File: src/rtl/key_onehot_capture.sv
// Key front end: two-flop synchroniser, per-key debounce and press detection,
// feeding a registered one-hot capture of the highest newly pressed key.
module key_onehot_capture #(
  parameter int DB_CYCLES = 4,
  parameter int CNT_W     = 5
) (
  input  logic       iClk,
  input  logic       iRst_n,
  input  logic [7:0] iKey,
  input  logic       iClear,
  output logic [7:0] oData,
  output logic       oValid,
  output logic       oHeld,
  output logic [3:0] oCount
);

  localparam logic [CNT_W-1:0] CNT_LAST = CNT_W'(DB_CYCLES - 1);

  logic [7:0]       sync1_q, sync2_q;
  logic [7:0]       stable_q, stable_d;
  logic [7:0]       rise_q, rise_d;
  logic [CNT_W-1:0] cnt_q [8];
  logic [CNT_W-1:0] cnt_d [8];
  logic [7:0]       data_q, data_d;
  logic             valid_q, valid_d;
  logic             held_q;
  logic [3:0]       count_q, count_d;

  // A level must disagree with the debounced state for DB_CYCLES
  // consecutive edges before it is accepted; any agreement restarts the run.
  always_comb begin
    stable_d = stable_q;
    rise_d   = '0;
    for (int i = 0; i < 8; i++) begin
      cnt_d[i] = cnt_q[i];
      if (sync2_q[i] == stable_q[i]) begin
        cnt_d[i] = '0;
      end else if (cnt_q[i] == CNT_LAST) begin
        stable_d[i] = sync2_q[i];
        rise_d[i]   = sync2_q[i];
        cnt_d[i]    = '0;
      end else begin
        cnt_d[i] = cnt_q[i] + CNT_W'(1);
      end
    end
  end

  // A registered press beats a same-cycle clear; the highest index wins.
  always_comb begin
    data_d  = data_q;
    valid_d = 1'b0;
    count_d = count_q;
    if (rise_q != 8'h00) begin
      data_d = 8'h00;
      for (int i = 0; i < 8; i++) begin
        if (rise_q[i]) data_d = 8'h01 << i;
      end
      valid_d = 1'b1;
      count_d = count_q + 4'd1;
    end else if (iClear) begin
      data_d = 8'h00;
    end
  end

  always_ff @(posedge iClk or negedge iRst_n) begin
    if (!iRst_n) begin
      sync1_q  <= '0;
      sync2_q  <= '0;
      stable_q <= '0;
      rise_q   <= '0;
      for (int i = 0; i < 8; i++) cnt_q[i] <= '0;
      data_q   <= '0;
      valid_q  <= 1'b0;
      held_q   <= 1'b0;
      count_q  <= '0;
    end else begin
      sync1_q  <= iKey;
      sync2_q  <= sync1_q;
      stable_q <= stable_d;
      rise_q   <= rise_d;
      for (int i = 0; i < 8; i++) cnt_q[i] <= cnt_d[i];
      data_q   <= data_d;
      valid_q  <= valid_d;
      held_q   <= |stable_d;
      count_q  <= count_d;
    end
  end

  assign oData  = data_q;
  assign oValid = valid_q;
  assign oHeld  = held_q;
  assign oCount = count_q;

endmodule

File: config.mk
export PLATFORM = sky130hd
export DESIGN_NAME = key_onehot_capture
export DESIGN_NICKNAME = d
export VERILOG_FILES = /design/src/rtl/key_onehot_capture.sv
export SDC_FILE = /design/constraint.sdc
export NUM_CORES = 1
export LEC_CHECK = 0
export BUFFER_PORTS_ARGS = -buffer_cell sky130_fd_sc_hd__buf_4
export CAP_MARGIN = 20
export CORE_MARGIN = 2
export CORE_UTILIZATION = 53
export DETAILED_ROUTE_END_ITERATION = 10
export PLACE_DENSITY = 0.83
export SLEW_MARGIN = 20
export SYNTH_ARGS = -nofsm -noshare
export SYNTH_HDL_FRONTEND = slang
export SYNTH_SLANG_ARGS = --single-unit
export TNS_END_PERCENT = 1
File: constraint.sdc
create_clock -name iClk -period 1.7 [get_ports iClk]
set_clock_uncertainty 0.05 [all_clocks]
set_input_delay 0.17 -clock iClk [delete_from_list [all_inputs] [get_ports iClk]]
set_output_delay 0.17 -clock iClk [all_outputs]
set_load 0.05 [all_outputs]
==> results.cfg <==
[run_status]
outcome = finished with violations
violations_in_the_final_reports = setup timing

[route]
avgViaCountPerCell = 5.00
first_pass_iters = 4
route.vias.total = 2090
drt-wirelength-per-cell_um = 13.7
routed_wl_mm = 5.73
drt_iter0_drc = 101
drt_drc_violations_left = 0
antenna_left = 0

[cells_and_area]
finalNetCount = 358
n_fill_cell = 412
flow.area_growth_from_synthesis_pct = 29.2
final_area_um2 = 4260
final_layout_size_suffix_gt1_share_pct = 31.8
util_after_layout_pct = 71.6
antenna_diode_instance_count = 0

[power]
ir_drop_v = 0.00126
p_total_w = 0.00624
power.clock.fraction_pct = 21.5
power.density_cell_area_nw_per_um2 = 1460
seq_power_share_pct = 44.6
p_comb_share_pct = 33.9
power_report.internal_total_w = 0.00415
switching_power_w = 0.00208
switching_share_pct = 33.4
p_leak_nw = 2.11

[clock_network]
tritoncts = done
cts.htree.levels = 3
clock_tree_sinks = 86
cts_max_path_buffers = 2
clock_latency_ns = 0.35
clkTransAtPathRegs_ns = 0.08
clockRootBuffer = sky130_fd_sc_hd__clkbuf_8
cts_buf_count = 9

[placement]
detailed_place.area_um2 = 3920
port-buffer-count = 24
place_congestion = 0.842
dp_hpwl_mm = 3.98

[floorplanning]
num_io_pins = 25
die-width_um = 82.9
initial_standard_cell_utilization_of_the_core_pct = 55.4
core_footprint_um2 = 5960
chipHeight_um = 82.9
num_rows = 28
dieArea_um2 = 6870

[worst_setup_path]
critPathRequiredTime_ns = 1.88
critical_path.n_buffers_inverters = 0
worst_path_max_delay_cell = sky130_fd_sc_hd__or4b_4
crit_arrival_ns = 1.99
crit_family = simple AND/OR/NAND/NOR gates
rr_startpoint = cnt_q[21]
critical_path.endpoint_type = flop
worst_setup_sp = cnt_q[21]
crit_path_cell_chain = ha_2 -> or4b_4 -> mux2_4 -> nor4_4 -> nand2_1
crit_path_max_incr_delay_ns = 0.46
criticalPathCategory = reg -> reg
worstPathMaxFanout = 2
worst_setup_path_start_kind = flop

[logic_synthesis]
synth_top_family_by_area = simple AND/OR/NAND/NOR gates
synth-seq-cells = 86
post_synthesis_compound_gate_area_fraction_pct = 2.01
synthXorXnorAreaFrac_pct = 9.29
synth-edff-count = 0
postSynth.asyncResetShare_pct = 100
synth_mux_area_share_pct = 3.30
netlist_instances = 250
synthSimpleGateAreaFrac_pct = 15.9
synth.net_count = 270
seq_area_frac_synth_pct = 65.2
yosys_warn_count = 0
syn-mean-instance-area_um2 = 13.2
synthAdderAreaFrac_pct = 3.41
syn-cell-area_um2 = 3300
postSynth.topFlopCell = sky130_fd_sc_hd__dfrtp_1
yosysUniqueCellTypes = 28

[sta]
setup_viol = 1
whs_ns = 0.0802
clock.fmax_mhz = 553
final.setup.worst_slack_ns = -0.108
tns_ns = -0.108
worst_pin_slew_ns = 0.346
maxSlewHeadroom_pct = 76.9
finalCriticalPeriod_ns = 1.81
fin_crit_sh_pct = 106
maxSlewViolCount = 0
number_of_endpoints_with_negative_hold_slack_in_the_final_report = 0
rsz0062_at_grt = true

[job]
maxCapViolations = 0

[grt]
leftover_overflow_at_the_end_of_global_routing = 0
grt_max_degree = 44
antenna_found_initial = 0
first_global_vias = 2188
grt_pass1_wl_mm = 9.64
grt_use_total_pct = 18.0

[hold_path]
worst_hold_path_type = in -> reg
worst_hold_startpoint = iClear
## routing by layer
layer | wire [µm] | vias up | track usage, %
li1 | - | 1018 | -
met1 | 2450 | 1023 | 21.4
met2 | 2960 | 37 | 30.2
met3 | 216 | 12 | 5.37
met4 | 104 | 0 | 8.20
met5 | 0 | - | 0
## path summary, 6_finish.rpt
| kind | endpoint | slack (ns) | depth (start not counted) |
|---|---|---|---|
| setup / recovery | oHeld | -0.11 | 5 |
| hold / removal | oData[0] | 0.08 | 4 |
| setup reg to reg | oHeld | -0.11 | 5 |
| hold reg to reg | sync2_q[1] | 0.30 | 0 |
| max in group asynchronous | rise_q[0] | 0.83 | 3 |
| min in group asynchronous | oData[5] | 0.22 | 2 |
## cell usage after synthesis (2+ instances only)
cell type,count,area (µm²)
sky130_fd_sc_hd__dfrtp_1,86,2150
sky130_fd_sc_hd__nor2_1,38,143
sky130_fd_sc_hd__xor2_1,18,158
sky130_fd_sc_hd__xnor2_1,17,149
sky130_fd_sc_hd__nand3_1,16,80.1
sky130_fd_sc_hd__ha_1,9,113
sky130_fd_sc_hd__inv_1,8,30.0
sky130_fd_sc_hd__mux2_2,7,78.8
sky130_fd_sc_hd__nand2_1,7,26.3
sky130_fd_sc_hd__a22o_1,5,43.8
sky130_fd_sc_hd__and3b_1,5,43.8
sky130_fd_sc_hd__nor4b_1,5,43.8
sky130_fd_sc_hd__or2_2,5,31.3
sky130_fd_sc_hd__and2_1,4,25.0
sky130_fd_sc_hd__nor3b_1,3,22.5
sky130_fd_sc_hd__mux2_4,2,30.0
sky130_fd_sc_hd__nor3_1,2,10.0
sky130_fd_sc_hd__nor4_2,2,25.0
sky130_fd_sc_hd__or4b_4,2,27.5
## power groups by stage
stage	clock (W)	combinational [W]	sequential (W)
floorplan	0	0.000952	0.00307
global placement	0	0.00195	0.00277
global route	0.00147	0.00235	0.00283
detailed placement	0	0.00202	0.00281
CTS	0.00137	0.00206	0.00278
finish	0.00134	0.00211	0.00278
## cell type report
type | count | area [µm²] | area share, %
sequential | 86 | 2150 | 50.5
multi-input combinational | 156 | 1190 | 27.9
timing repair buffer | 77 | 613 | 14.4
clock buffer | 12 | 135 | 3.17
tap | 75 | 93.8 | 2.20
clock inverter | 4 | 47.5 | 1.12
inverter | 8 | 30.0 | 0.704
## worst min-delay path: cells and delay by family
family	cells	cell delay, ns
AND/OR/NAND/NOR	1	0.05
buffers and inverters	2	0.12
AO/OA/AOI/OAI	1	0.11
## sequential cells by signal, indices dropped and copies added (netlist names)
name,flops
oHeld,1
rise_q,8
sync1_q,8
cnt_q,40
sync2_q,8
oValid,1
stable_q,8
oCount,4
oData,8
## stage by stage
step / cells / setup slack, ns
floorplan: 250 / -0.0933
global placement: 392 / -0.0795
detailed placement: 392 / -0.116
CTS: 417 / -0.122
global route: 418 / -0.255
finish: 418 / -0.108
## cells by family (layout without fill, tap and decap cells)
group / Yosys count / after routing
AOI/OAI and AO/OA: 8 / 8
xor gates and xnor gates: 35 / 35
adders and majority gates: 9 / 9
buffers and inverters: 8 / 101
DFF: 86 / 86
muxes: 9 / 9
and+or+nand+nor: 95 / 95
## placed cells by master, fill, tap and decap left out, types with 2 or more instances in the layout
cell type                       count
sky130_fd_sc_hd__mux2_2             7
sky130_fd_sc_hd__inv_1              8
sky130_fd_sc_hd__xnor2_1           17
sky130_fd_sc_hd__clkbuf_8           9
sky130_fd_sc_hd__mux2_4             2
sky130_fd_sc_hd__clkbuf_1           3
sky130_fd_sc_hd__nor3_1             2
sky130_fd_sc_hd__a22o_1             5
sky130_fd_sc_hd__ha_2               2
sky130_fd_sc_hd__nand2_1            7
sky130_fd_sc_hd__and3b_1            5
sky130_fd_sc_hd__nor4_4             2
sky130_fd_sc_hd__clkinv_2           2
sky130_fd_sc_hd__or2_2              5
sky130_fd_sc_hd__xor2_1            18
sky130_fd_sc_hd__nor4b_2            4
sky130_fd_sc_hd__ha_1               7
sky130_fd_sc_hd__or4b_4             3
sky130_fd_sc_hd__and2_1             4
sky130_fd_sc_hd__buf_4             67
sky130_fd_sc_hd__dlygate4sd3_1      9
sky130_fd_sc_hd__dfrtp_1           86
sky130_fd_sc_hd__nor2_1            38
sky130_fd_sc_hd__nand3_1           16
sky130_fd_sc_hd__nor3b_1            3
## what timing repair did
| item | 4_1_cts | 5_1_grt |
|---|---|---|
| pin swaps | 1 | 2 |
| buffers inserted | 0 | 1 |
| gates resized for setup | 2 | 8 |
| gates cloned | 0 | 0 |
| endpoints found under the setup margin | 1 | 2 |
| hold buffers | 9 | 0 |
| endpoints found under the hold margin | 33 | 0 |
No activity file was read; power rests on OpenSTA's default activity.
